===== src/rtl/uart_pkg.sv =====
// rtl/uart_pkg.sv - shared UART types and constants
package uart_pkg;

  typedef enum logic [1:0] {
    PAR_NONE = 2'b00,
    PAR_ODD  = 2'b01,
    PAR_EVEN = 2'b10,
    PAR_RSVD = 2'b11
  } parity_e;

  typedef enum logic [2:0] {
    IDLE,
    START,
    DATA,
    PARITY,
    STOP1,
    STOP2,
    DONE,
    BRK_WAIT
  } rx_state_e;

  localparam int MIN_OVERSAMPLE = 8;

endpackage


===== src/rtl/uart_rx_core_if.sv =====
// rtl/uart_rx_core_if.sv - receive-side result bus of the UART
interface uart_rx_core_if #(
  parameter int DATA_WIDTH = 8
);
  logic [DATA_WIDTH-1:0] rx_data;
  logic                  rx_valid;
  logic                  rx_error;

  modport master (output rx_data, rx_valid, rx_error);
  modport slave  (input  rx_data, rx_valid, rx_error);
endinterface


===== src/rtl/uart_baud_gen.sv =====
// rtl/uart_baud_gen.sv - fractional accumulator producing oversample ticks
module uart_baud_gen #(
  parameter int CLK_FREQ = 50000000
) (
  input  logic        clk,
  input  logic        rst_n,
  input  logic        en,
  input  logic        clr,
  input  logic [39:0] inc,
  output logic        tick
);
  logic [39:0] acc_q;
  logic [39:0] sum;

  always_comb begin
    sum  = acc_q + inc;
    tick = en && !clr && (sum >= 40'(CLK_FREQ));
  end

  always_ff @(posedge clk or negedge rst_n) begin
    if (!rst_n) begin
      acc_q <= '0;
    end else if (clr) begin
      acc_q <= '0;
    end else if (en) begin
      acc_q <= tick ? (sum - 40'(CLK_FREQ)) : sum;
    end
  end
endmodule


===== src/rtl/uart_rx_core.sv =====
// rtl/uart_rx_core.sv - oversampling UART receiver with parity/framing checks
module uart_rx_core
  import uart_pkg::*;
#(
  parameter int DATA_WIDTH = 8,
  parameter int CLK_FREQ   = 50000000,
  parameter int OVERSAMPLE = 16
) (
  input  logic        clk,
  input  logic        rst_n,
  input  logic [31:0] baud_rate,
  input  logic [1:0]  parity_mode,
  input  logic        stop_bits,
  input  logic        uart_rx,
  uart_rx_core_if.master rx_bus
);
  localparam int OS = (OVERSAMPLE < MIN_OVERSAMPLE) ? MIN_OVERSAMPLE : OVERSAMPLE;
  localparam int CW = $clog2(OS);
  localparam int IW = $clog2(DATA_WIDTH + 1);

  rx_state_e             state_q, state_d;
  logic [1:0]            sync_q;
  logic                  prev_q;
  logic [31:0]           baud_q;
  parity_e               par_q;
  logic                  stop2_q;
  logic [CW-1:0]         cnt_q;
  logic [IW-1:0]         idx_q;
  logic [DATA_WIDTH-1:0] shift_q;
  logic                  perr_q, ferr_q;
  logic [DATA_WIDTH-1:0] data_q;
  logic                  valid_q, error_q;

  logic rx_s, fall, tick, mid_tick, par_en;
  logic [CW-1:0] mid_cnt;

  assign rx_s     = sync_q[1];
  assign fall     = prev_q & ~rx_s;
  assign par_en   = (par_q == PAR_ODD) || (par_q == PAR_EVEN);
  // START waits half a bit so every later sample lands mid-bit
  assign mid_cnt  = (state_q == START) ? CW'(OS/2 - 1) : CW'(OS - 1);
  assign mid_tick = tick && (cnt_q == mid_cnt);

  uart_baud_gen #(.CLK_FREQ(CLK_FREQ)) u_baud (
    .clk  (clk),
    .rst_n(rst_n),
    .en   (state_q != IDLE),
    .clr  (state_q == IDLE),
    .inc  (40'(baud_q) * 40'(OS)),
    .tick (tick)
  );

  always_ff @(posedge clk or negedge rst_n) begin
    if (!rst_n) state_q <= IDLE;
    else        state_q <= state_d;
  end

  always_comb begin
    state_d = state_q;
    case (state_q)
      IDLE:     if (fall && baud_rate != 32'd0) state_d = START;
      START:    if (mid_tick) state_d = rx_s ? IDLE : DATA;
      DATA:     if (mid_tick && idx_q == IW'(DATA_WIDTH - 1)) state_d = par_en ? PARITY : STOP1;
      PARITY:   if (mid_tick) state_d = STOP1;
      STOP1:    if (mid_tick) state_d = (stop2_q && rx_s) ? STOP2 : DONE;
      STOP2:    if (mid_tick) state_d = DONE;
      DONE:     state_d = ferr_q ? BRK_WAIT : IDLE;
      BRK_WAIT: if (rx_s) state_d = IDLE;
      default:  state_d = IDLE;
    endcase
  end

  always_ff @(posedge clk or negedge rst_n) begin
    if (!rst_n) begin
      sync_q  <= 2'b11;
      prev_q  <= 1'b1;
      baud_q  <= '0;
      par_q   <= PAR_NONE;
      stop2_q <= 1'b0;
      cnt_q   <= '0;
      idx_q   <= '0;
      shift_q <= '0;
      perr_q  <= 1'b0;
      ferr_q  <= 1'b0;
      data_q  <= '0;
      valid_q <= 1'b0;
      error_q <= 1'b0;
    end else begin
      sync_q <= {sync_q[0], uart_rx};
      prev_q <= rx_s;
      if (state_q == IDLE) begin
        cnt_q  <= '0;
        idx_q  <= '0;
        perr_q <= 1'b0;
        ferr_q <= 1'b0;
        if (fall && baud_rate != 32'd0) begin
          baud_q  <= baud_rate;
          par_q   <= parity_e'(parity_mode);
          stop2_q <= stop_bits;
        end
      end else if (tick) begin
        cnt_q <= mid_tick ? '0 : cnt_q + 1'b1;
      end
      if (mid_tick) begin
        case (state_q)
          DATA: begin
            shift_q <= {rx_s, shift_q[DATA_WIDTH-1:1]};
            idx_q   <= idx_q + 1'b1;
          end
          PARITY:       perr_q <= (^shift_q) ^ rx_s ^ (par_q == PAR_ODD);
          STOP1, STOP2: ferr_q <= ferr_q | ~rx_s;
          default: ;
        endcase
      end
      // Result is published on the same edge that enters DONE
      valid_q <= (state_d == DONE) && (state_q != DONE);
      if ((state_d == DONE) && (state_q != DONE)) begin
        data_q  <= shift_q;
        error_q <= perr_q | ferr_q | ~rx_s;
      end
    end
  end

  assign rx_bus.rx_data  = data_q;
  assign rx_bus.rx_valid = valid_q;
  assign rx_bus.rx_error = error_q;
endmodule


===== src/flat_wrapper.sv =====
// flat-port wrapper written by rule: the top's interface ports become plain ports
module uart_rx_core_flat import uart_pkg::*;
#(
  parameter int DATA_WIDTH = 8,
  parameter int CLK_FREQ   = 50000000,
  parameter int OVERSAMPLE = 16
)
  (clk, rst_n, baud_rate, parity_mode, stop_bits, uart_rx, rx_bus_rx_data, rx_bus_rx_valid, rx_bus_rx_error);
  uart_rx_core_if #(.DATA_WIDTH(DATA_WIDTH)) rx_bus_i ();
  input  logic clk;
  input  logic rst_n;
  input  logic [31:0] baud_rate;
  input  logic [1:0] parity_mode;
  input  logic stop_bits;
  input  logic uart_rx;
  output wire logic [$bits(rx_bus_i.rx_data)-1:0] rx_bus_rx_data;
  output wire logic [$bits(rx_bus_i.rx_valid)-1:0] rx_bus_rx_valid;
  output wire logic [$bits(rx_bus_i.rx_error)-1:0] rx_bus_rx_error;
  assign rx_bus_rx_data = rx_bus_i.rx_data;
  assign rx_bus_rx_valid = rx_bus_i.rx_valid;
  assign rx_bus_rx_error = rx_bus_i.rx_error;
  uart_rx_core #(.DATA_WIDTH(DATA_WIDTH), .CLK_FREQ(CLK_FREQ), .OVERSAMPLE(OVERSAMPLE)) u_core (.clk(clk), .rst_n(rst_n), .baud_rate(baud_rate), .parity_mode(parity_mode), .stop_bits(stop_bits), .uart_rx(uart_rx), .rx_bus(rx_bus_i));
endmodule

===== config.mk =====
export PLATFORM = sky130hd
export DESIGN_NAME = uart_rx_core_flat
export DESIGN_NICKNAME = d
export VERILOG_FILES = /design/src/rtl/uart_pkg.sv /design/src/rtl/uart_rx_core_if.sv /design/src/rtl/uart_baud_gen.sv /design/src/rtl/uart_rx_core.sv /design/src/flat_wrapper.sv
export SDC_FILE = /design/constraint.sdc
export NUM_CORES = 1
export LEC_CHECK = 0
export ABC_AREA = 1
export BUFFER_PORTS_ARGS = -buffer_cell sky130_fd_sc_hd__buf_4
export CAP_MARGIN = 30
export CORE_UTILIZATION = 48
export DETAILED_ROUTE_END_ITERATION = 8
export GPL_ROUTABILITY_DRIVEN = 0
export PLACE_DENSITY = 0.65
export SYNTH_ARGS = -nofsm -noshare
export SYNTH_HDL_FRONTEND = slang
export SYNTH_SLANG_ARGS = --single-unit

===== constraint.sdc =====
create_clock -name clk -period 5.3 [get_ports clk]
set_clock_uncertainty 0.05 [all_clocks]
set_input_delay 1.325 -clock clk [delete_from_list [all_inputs] [get_ports clk]]
set_output_delay 1.325 -clock clk [all_outputs]
set_load 0.005 [all_outputs]

After elaboration in Yosys (flattened, before gate mapping):

Cells that the tools add are included.

* word-level logic and storage cells: 86
* output and inout bits: 10
* bits in registers: 109
* bits of input ports: 38

* reduce and logical (&&, ||, !) cells: 18
* order comparisons: 1
* bitwise logic cells: 7
* add/subtract/negate cells: 4
* muxes and demuxes: 28
* equal/unequal tests: 13

Operators with widths (count)
* $mux 40: 3
* $add 40x36->40: 1
* $ge 40x26->1 const B: 1
* $sub 40x26->40 const B: 1
* $reduce_bool 32->1: 1
* $mux 4: 7
* $mux 3: 9
* $pmux 3 s8: 1
* $eq 3x3->1 const B: 5
* $add 4x1->4 const B: 2
* $reduce_xor 8->1: 1
* $logic_and 1x1->1: 7
* $eq 3x2->1 const B: 2
* $mux 1: 6
* $eq 4x3->1 const B: 1
* $eq 4x4->1: 1
* $mux 2: 2
* $reduce_and 2->1: 2
* $reduce_bool 2->1: 2
* $eq 3x1->1 const B: 1
* $logic_not 3->1: 1
* $ne 3x3->1 const B: 1
* $or 1x1->1: 3
* $reduce_bool 3->1: 1
* 8 further kinds: 9

Longest topological paths before layout:

Gate-level depths: netlist of the first run.

* depth in word-level cells: 10
* gate-level depth with buffers: 24
* depth with buffers taken out: 24

Cells and area by module:

A second synthesis of the first run with hierarchy kept.

* cells, all modules: 1559
* area total of the unflattened synthesis: 9566.7 sq um

Modules (own cells, without submodules)
* uart_baud_gen: area each 6447.4 sq um, sequential area each 1001.0 sq um, cells an instance 1188, times used 1
* uart_rx_core: area each 3119.2 sq um, sequential area each 1730.4 sq um, cells an instance 371, times used 1

Worst setup path before layout of the first run:

Ideal clock, no wire load.

* path kind: register to register
* from: reg u_core.baud_q[0]
* to: reg u_core.data_q[3] (netlist: u_core.rx_bus.rx_data[3])
* buffers on the path: 0
* cell stages (with the launch flop): 23
* clock period less this slack: 2.959 ns
* required time: 5.133 ns
* setup time: 0.117 ns
* slack: 2.341 ns
* arrival time: 2.792 ns
* cells stage by stage: dfrtp_1 > ha_1 > fa_1 > nand3_1 > nand3_1 > nand3_1 > nand3b_4 > nand2_1 > nand2_1 > nand2_1 > nand2_1 > inv_2 > nand2_1 > nor2_2 > nand2_1 > nor2_2 > nor2_4 > nor2_8 > nand3_2 > nand3_4 > nand2_4 > nand2_1 > nand2_1

* cells in the longest elaborated chain, start to end: 9
* elaborated cells between the ends (all ways): 13
* classes of those cells: 1 x add/sub; 1 x order compare; 1 x eq/ne; 6 x mux; 4 x reduce/logical

Ends and longest elaborated chain
* start, declared: line uart_rx_core.sv:24 `logic [31:0] baud_q;`
* start signal, assigned: line uart_rx_core.sv:97 `baud_q <= baud_rate;`
* $add 40x36->40 *: line uart_baud_gen.sv:16 `sum = acc_q + inc;`
* $ge 40x26->1 *: line uart_baud_gen.sv:17 `tick = en && !clr && (sum >= 40'(CLK_FREQ));`
* $logic_and 1x1->1 *: line uart_baud_gen.sv:17
* $logic_and 1x1->1 *: line uart_rx_core.sv:42 `assign mid_tick = tick && (cnt_q == mid_cnt);`
* $logic_and 1x1->1: line uart_rx_core.sv:63 `DATA: if (mid_tick && idx_q == IW'(DATA_WIDTH - 1)) state_d = par_en ? PARITY : STOP1;`
* $mux 3: line uart_rx_core.sv:63
* $pmux 3 s8 *: line uart_rx_core.sv:60 `case (state_q)`
* $eq 3x3->1 *: line uart_rx_core.sv:117 `if ((state_d == DONE) && (state_q != DONE)) begin`
* $logic_and 1x1->1 *: line uart_rx_core.sv:117
* end signal, assigned: line uart_rx_core.sv:118 `data_q <= shift_q;`
* end, declared: line uart_rx_core.sv:31 `logic [DATA_WIDTH-1:0] data_q;`

Mark *: on every way between the ends. The rest lies on a longest branch, timed or not.
A chain may end at the register's enable or synchronous reset.

Worst setup path in the final report of the first run:

* from: reg u_core.baud_q[0]
* to: reg u_core.data_q[2] (netlist: u_core.rx_bus.rx_data[2])

The elaborated chain is that of the path after synthesis.

==> results of run 1 <==
==> metal layers <==
layer / up-vias / share of wire / wire [um]
met5: - / 0 / 0
met4: 0 / 0.026 / 629
met3: 41 / 0.065 / 1560
met2: 279 / 0.45 / 10800
met1: 3662 / 0.46 / 11000
li1: 4104 / - / -
==> Yosys cell counts (all sizes together), types with 4 or more instances <==
library cell | instances | area, um2
nor3 | 26 | 151
dfrtp | 102 | 2550
inv | 224 | 841
ha | 36 | 450
o21ai | 62 | 310
nand2 | 462 | 1830
mux2 | 11 | 124
clkbuf | 10 | 37.5
nand3b | 7 | 65.1
and2 | 5 | 31.3
xnor2 | 8 | 70.1
nor4 | 4 | 25.0
buf | 6 | 38.8
a21oi | 41 | 213
xor2 | 9 | 86.3
nand4 | 28 | 190
and3 | 4 | 25.0
nand3 | 102 | 551
nor2 | 100 | 463
==> final cells by class <==
class | instances | area, um2
Fill cell | 1701 | 7540
Multi-Input combinational cell | 926 | 4750
Sequential cell | 105 | 2630
Inverter | 226 | 850
Timing Repair Buffer | 55 | 410
Tap cell | 220 | 275
Clock buffer | 10 | 239
Clock inverter | 6 | 65.1
==> kinds of logic after synthesis <==
group	synth area share
simple gates	0.404
buf+inv	0.111
compound gates	0.0771
flops	0.317
fa+ha+maj	0.0566
xor+xnor	0.0188
mux	0.0149
==> per-stage QoR <==
step                      worst slack, ps  hold WS [ps]  total power, mW  instance area, um2  cells
after global placement               1100           297            0.871                8910   1531
after CTS                            1490           307             1.57                9220   1548
final                                1400           308             1.56                9220   1548
after global routing                 1110           317             1.61                9220   1548
after floorplan                      2340           295            0.826                8310   1273
after detailed placement             1520           297            0.871                8920   1532
==> report_power, final <==
part / total, mW / switching (mW) / internal [mW]
clock: 0.708 / 0.360 / 0.348
combinational: 0.0493 / 0.0283 / 0.0210
sequential: 0.804 / 0.00147 / 0.802
total: 1.56 / 0.390 / 1.17
==> registers in the layout, indices dropped and copies added, names as in the netlist, 2 cells and up <==
| register | cells |
|---|---|
| u_core.par_q | 2 |
| u_core.cnt_q | 4 |
| u_core.rx_bus.rx_data | 8 |
| u_core.state_q | 3 |
| u_core.idx_q | 4 |
| u_core.u_baud.acc_q | 36 |
| u_core.baud_q | 32 |
| u_core.shift_q | 8 |
| u_core.sync_q | 2 |
==> worst max-delay path, delay by kind of cell, from the launching register on <==
family / cells / cell delay (ps)
and+or+nand+nor: 20 / 2610
adders and majority gates: 2 / 720
DFF: 1 / 400
==> worst paths after layout <==
path	startpoint	to	slack [ps]
min in group asynchronous	rst_n	u_core.u_baud.acc_q[16]	720
max in group asynchronous	rst_n	u_core.par_q[0]	3580
max reg2reg	u_core.baud_q[0]	u_core.rx_bus.rx_data[2]	1400
max	u_core.baud_q[0]	u_core.rx_bus.rx_data[2]	1400
min	u_core.sync_q[0]	u_core.sync_q[1]	310
min reg2reg	u_core.sync_q[0]	u_core.sync_q[1]	310
==> reports/results.ini, run 1 <==
[status]
status=complete, no violations

[hold_path]
worst_hold_path_type=register to register
hold_depth=0

[logic_synthesis]
synthesis.nets=1348
yosysWarnings=0
mappedNetlistArea_um2=8310
syn_inst=1273
synth_edf_count=0
avgSynthCellArea_um2=6.53
ys_seq_area_frac=0.317
yosys.cell_types.count=51
ys_seq_elements=105
synthFlopType=dfrtp_1
synthArstFlopShare=1.00

[place]
hpwl_um=19200
numPortBuffers=47

[power_and_ir_drop]
leakagePower_nw=5.34
cellPowerDensity_nw_per_um2=169
max-vdd-ir-drop_mv=0.172

[route]
drt_wl_total_um=24000
dr.pass1.iters=6
routed_via_density=5.22
ant_nets=0
drt_iter0_drc=603
drc=0
vias=8086
wl_per_cell_um=15.5

[die]
die_area_um2=17800
dieHeight_um=134
rows=47
pin_count=48
coreArea_um2=16800
initial_utilization=0.496
die_w_um=134

[sta]
final_max_slew_viol_count=0
max_freq_mhz=256
tns_ps=0
fin_crit_sh=0.736
finalHoldViolCount=0
setup_violations=0
tightestPinTransition_ps=842
finalCriticalPeriod_ps=3900
slew_headroom=0.437
rsz0062_at_grt=no

[setup_path]
slowest_delay_ps=480
cp.required_ps=5510
cp_common_cell=nand2_1
critPathLaunchType=register
criticalPathCategory=register to register
cp-end-kind=register
critPathMaxFanout=16
cp.arrival_ps=4110
reg2regPathDepth=22
path_cells=ha_1, fa_1, nand3_1, nand3_1, nand2_1, nand2_1, nand2_1, nand2_1, nand2_1, nand3_1, nand2_1, nand3_1, nor2_1, nand3_1, nor2_4, nor2_8, nand2_2, nand2_2, nand3_4, nand2_4, nand2_1, nand2_1
cpMaxStageDelayCell=fa_1

[global_routing]
grt_start_max_net_pins=53
grt_util_met2=0.449
grt-busiest-layer=met2
grt_pass1_vias=7528
grt_pass1_wl_um=38500
met1_usage=0.387
gr-total-overflow=0
antenna_found_initial=0
grt.total_usage=0.281
met3_usage=0.0419

[cells_and_area]
nNetsFinal=1398
syn_to_final_growth_pct=11.0
final_util=0.550
diodes=0
layout-drive-gt1-share=0.117
final_cell_mix=nand2_1, inv_1, dfrtp_1
final_common_cell=nand2_1

[clock_network]
ctsResizeCount=0
cts_num_sinks=105
cts_buffer_depth=2
clk_pin_slew_ps=80
cts_tree=done
ctsHoldBuffers=0
cts_root_buffer=clkbuf_16
cts_made_buffers=9
worstSkewPairLatency_ps=380
cts.htree.levels=3
cts_setup_buffers=0

[run]
maxCapViolCount=0

Note: power is estimated with default switching activity, not from simulation.
==> run 2: changes to the inputs <==
- clock period: 5.3 -> 3.6 ns (I/O delays scaled with it)
==> run 2 against run 1 <==
- via count up 1.8%
- cell area grew 3.8%
- die area did not move
- critical path depth did not move
- clock-buffer cell count unchanged
- clock power is 48% higher
- hold slack gained 1.8 ps
- register-to-register slack worse by 1300 ps
- combinational power increased by 52%
- worst setup slack lost 1300 ps
- non-clock buffer count is 21 higher
- largest cell class unchanged
- largest power group unchanged
- sequential share of layout area down 1.0 points
==> reports/results.ini, run 2 (synthesis results as in run 1) <==
[power_and_ir_drop]
leakagePower_nw=5.50
max-vdd-ir-drop_mv=0.234
cellPowerDensity_nw_per_um2=241

[sta]
max_freq_mhz=287
final_max_slew_viol_count=0
fin_crit_sh=0.966
setup_violations=0
finalHoldViolCount=0
holdWs_ps=310
tns_ps=0
rsz0062_at_grt=yes
tightestPinTransition_ps=819
finalCriticalPeriod_ps=3480
slew_headroom=0.453

[clock_network]
cts.htree.levels=3
clk_pin_slew_ps=80
worstSkewPairLatency_ps=370
cts_buffer_depth=2
cts_made_buffers=9
cts_tree=done
cts_num_sinks=105
cts_root_buffer=clkbuf_16

[cells_and_area]
diodes=0
reg_top3=u_core.u_baud.acc_q x36, u_core.baud_q x32
nNetsFinal=1421
final_common_cell=nand2_1
final_cell_mix=nand2_1, inv_1, dfrtp_1
largest_register_ffs=36
regMostFlops=u_core.u_baud.acc_q
fill_cells=1685
layout-drive-gt1-share=0.158
syn_to_final_growth_pct=15.2

[place]
numPortBuffers=47
hpwl_um=19500

[setup_path]
reg2regPathDepth=22
criticalPathCategory=register to register
cp.required_ps=3840
critPathLaunchType=register
endpoint=u_core.u_baud.acc_q[14]
rrSetupSlack_ps=120
cp-end-kind=register
r2r-start=u_core.baud_q[0]
cp-startpoint=u_core.baud_q[0]
r2r-end=u_core.u_baud.acc_q[14]
critPathMaxFanout=7
cp.arrival_ps=3720

[route]
dr.pass1.iters=5
drc=0
drt_wl_total_um=24800
wl_per_cell_um=15.8
routed_via_density=5.24
drt_iter0_drc=581
ant_nets=0
vias=8229

[die]
rows=47
initial_utilization=0.496
die_w_um=134
dieHeight_um=134
coreArea_um2=16800
pin_count=48
die_area_um2=17800

[global_routing]
grt.total_usage=0.285
grt_pass1_wl_um=38900
antenna_found_initial=0
grt_start_max_net_pins=60
grt_pass1_vias=7609
gr-total-overflow=0

[status]
status=complete, no violations

[hold_path]
hold_start=u_core.sync_q[0]
worst_hold_path_type=register to register

[run]
maxCapViolCount=0

[run 2: changes by cell type in the layout (fill, tap and decap cells not counted), moves of 5 or more]
cell     before  now
buf_4        54   74
nand2_1     436  428
nand3_1      97   89
nand3_2       3   11
nor2_1       78   71
ha_1         36   30
ha_2          0    6
nand2_2      20   26
nor2_2       19   24
[run 2: report_power, final]
part	leakage, nW	total (mW)	switching [mW]	internal, mW
Clock	0.150	1.05	0.536	0.512
Sequential	1.45	1.18	0.00144	1.18
Combinational	3.90	0.0748	0.0430	0.0317
Total	5.50	2.31	0.581	1.73
[run 2: what timing repair did]
| action | CTS | global route |
|---|---|---|
| gates resized for setup | 0 | 42 |
| endpoints found under the setup margin | 0 | 53 |
| hold buffers | 0 | 0 |
| setup buffers | 0 | 4 |
| hold endpoints to repair | 0 | 0 |
[run 2: routing by layer]
| layer | track usage | routed length, um | share of wire | vias up |
|---|---|---|---|---|
| li1 | - | - | - | 4167 |
| met1 | 0.393 | 11400 | 0.46 | 3759 |
| met2 | 0.451 | 11100 | 0.45 | 255 |
| met3 | 0.0415 | 1430 | 0.058 | 48 |
| met4 | 0.105 | 790 | 0.032 | 0 |
| met5 | 0 | 0 | 0 | - |
[run 2: layout make-up]
cell class | instances | area [um2] | share of cell area
Timing Repair Buffer | 76 | 587 | 0.0613
Inverter | 226 | 850 | 0.0888
Multi-Input combinational cell | 928 | 4920 | 0.514
Tap cell | 220 | 275 | 0.0288
Clock buffer | 10 | 239 | 0.0250
Clock inverter | 6 | 65.1 | 0.00680
Sequential cell | 105 | 2630 | 0.275
[run 2: through the flow]
step / instances / utilization / worst slack [ps] / cell area, um2 / total power [mW]
6_report: 1571 / 0.571 / 121 / 9570 / 2.31
3_3_place_gp: 1549 / 0.541 / 28.5 / 9060 / 1.28
4_1_cts: 1565 / 0.559 / 2.48 / 9360 / 2.33
2_1_floorplan: 1273 / - / 641 / 8310 / 1.22
3_5_place_dp: 1549 / 0.541 / 20.8 / 9060 / 1.28
5_1_grt: 1571 / 0.571 / -85.3 / 9570 / 2.37
[run 2: how the worst min path moves through the flow]
stage | depth (start not counted) | slack, ps | to
3_5_place_dp | 0 | 300 | u_core.sync_q[1]
5_1_grt | 0 | 320 | u_core.sync_q[1]
2_1_floorplan | 0 | 300 | u_core.sync_q[1]
6_report | 0 | 310 | u_core.sync_q[1]
3_3_place_gp | 0 | 300 | u_core.sync_q[1]
4_1_cts | 0 | 310 | u_core.sync_q[1]
[run 2: worst max-delay path, cell delays in order (launching register included)]
cell and delay (ps):
dfrtp_1 410, ha_2 210, fa_2 430, nand2_1 90
nand2_1 60, nand3_1 100, nand2_1 180, nand2_1 100
nand2_1 120, nand2_1 90, nor2_1 70, nor2_1 120
nand2_2 110, nand2_4 100, nand3_4 100, nor2_2 170
nor2_4 60, nor2_8 190, buf_4 190, nand2_1 100
o21bai_1 140, nand2_1 60, nor2_1 140
==> run 3: changes to the inputs <==
==> constraint.sdc (replaced) <==
create_clock -name clk -period 3.6 [get_ports clk]
set_clock_uncertainty 0.05 [all_clocks]
set_input_delay 0.72 -clock clk [delete_from_list [all_inputs] [get_ports clk]]
set_output_delay 0.72 -clock clk [all_outputs]
set_load 0.005 [all_outputs]
==> run 3 against run 2 <==
- routed wire length grew 0.28%
- worst setup slack gained 56 ps
- hold slack hardly changed
- critical path depth is the same
- highest routed layer unchanged
- maximum frequency rose by 1.6%
- register-to-register slack better by 60 ps
- clock power about the same
- non-clock buffer count is 3 lower
- global-route usage is 0.29 points higher
- largest power group unchanged
- sequential share of layout area decreased by 0.22 points
- flip-flop and latch count unchanged
==> reports/results.ini, run 3 (synthesis results as in run 1) <==
[clock_network]
worstSkewPairLatency_ps=380
cts_num_sinks=105
cts_made_buffers=9
cts.htree.levels=3
ctsHoldBuffers=0
cts_tree=done
clk_pin_slew_ps=80
cts_buffer_depth=2
cts_root_buffer=clkbuf_16

[global_routing]
grt.total_usage=0.288
antenna_found_initial=0
grt_pass1_vias=7638
grt_start_max_net_pins=58
gr-total-overflow=0
grt_pass1_wl_um=39200

[route]
routed_via_density=5.24
wl_per_cell_um=15.8
ant_nets=0
drt_iter0_drc=765
drc=0
vias=8220
dr.pass1.iters=7
drt_wl_total_um=24800

[setup_path]
path_cells=ha_1, nand2_1, nor2_2, and2_1, nand2_1, nand2_2, nand2_2, nand2_2, nand2_1, nand2_2, nand2_1, nor2_2, nand2_1, nor2_4, nor2_4, nor2_8, nand2_2, nand2_4, nand3_4, nand2_8, nand2_1, nand2_1
cpMaxStageDelayCell=dfrtp_1
cp_common_cell=nand2_1
cp-end-kind=register
slowest_delay_ps=410
cp.required_ps=3860
critPathMaxFanout=7
cp.arrival_ps=3680
criticalPathCategory=register to register
critPathLaunchType=register

[power_and_ir_drop]
max-vdd-ir-drop_mv=0.249
leakagePower_nw=5.43
cellPowerDensity_nw_per_um2=239
fin_total_pwr_mw=2.31

[die]
pin_count=48
rows=47
die_w_um=134
initial_utilization=0.496
die_area_um2=17800
coreArea_um2=16800
dieHeight_um=134

[sta]
slew_headroom=0.441
tns_ps=0
finalCriticalPeriod_ps=3420
final_max_slew_viol_count=0
max_freq_mhz=292
fin_crit_sh=0.951
tightestPinTransition_ps=831
setup_violations=0
finalHoldViolCount=0
holdWs_ps=310

[place]
numPortBuffers=47
hpwl_um=19600

[cells_and_area]
layout-drive-gt1-share=0.169
syn_to_final_growth_pct=16.1
nNetsFinal=1418
reg_top3=u_core.u_baud.acc_q x36, u_core.baud_q x32
largest_register_ffs=36
diodes=0
final_common_cell=nand2_1
final_cell_mix=nand2_1, inv_1, dfrtp_1
final_util=0.576
regMostFlops=u_core.u_baud.acc_q
fill_cells=1678

[hold_path]
worst_hold_path_type=primary input to asynchronous set/reset pin

[status]
status=complete, no violations

[run]
maxCapViolCount=0

-- run 3: what timing repair did --
| item | 4_1_cts | 5_1_grt |
|---|---|---|
| setup buffers | 0 | 3 |
| setup endpoints to repair | 0 | 61 |
| hold endpoints to repair | 0 | 0 |
| gates resized for setup | 0 | 61 |
-- run 3: cell type report --
class / instances / area [um2] / share of cell area
Clock buffer: 10 / 239 / 0.0248
Timing Repair Buffer: 73 / 561 / 0.0581
Clock inverter: 6 / 65.1 / 0.00674
Multi-Input combinational cell: 928 / 5030 / 0.521
Tap cell: 220 / 275 / 0.0285
Sequential cell: 105 / 2630 / 0.273
Inverter: 226 / 850 / 0.0881
-- run 3: worst paths after layout --
path | depth (start not counted) | startpoint | slack (ps) | to
worst min-delay path | 1 | rst_n | 310 | u_core.u_baud.acc_q[21]
min in group clk | 0 | u_core.sync_q[0] | 310 | u_core.sync_q[1]
worst max register to register | 22 | u_core.baud_q[10] | 180 | u_core.rx_bus.rx_data[4]
worst min register to register | 0 | u_core.sync_q[0] | 310 | u_core.sync_q[1]
max in group asynchronous | 2 | rst_n | 2420 | u_core.u_baud.acc_q[30]
worst max-delay path | 22 | u_core.baud_q[10] | 180 | u_core.rx_bus.rx_data[4]
-- run 3: critical path: cells and delay by family, from the launching register on --
family | cells | cell delay, ps
simple gates | 21 | 2520
flops | 1 | 410
fa+ha+maj | 1 | 380
-- run 3: power by group --
group          switching, mW  internal [mW]  total, mW
Clock                  0.540          0.512       1.05
Sequential           0.00149           1.18       1.18
Combinational         0.0434         0.0317     0.0752
-- run 3: per-stage QoR --
step,setup WS (ps),area [um2],std cells
final,178,9650,1568
after floorplan,641,8310,1273
after global routing,-33.6,9650,1568
after global placement,123,9040,1547
after CTS,70.5,9350,1563
after detailed placement,123,9040,1547
-- run 3: routing by layer --
layer  part of all wire  wire length (um)  GRT usage
met5                  0                 0          0
met4              0.033               829      0.114
met1               0.45             11200      0.392
met3              0.066              1640     0.0521
met2               0.45             11200      0.452
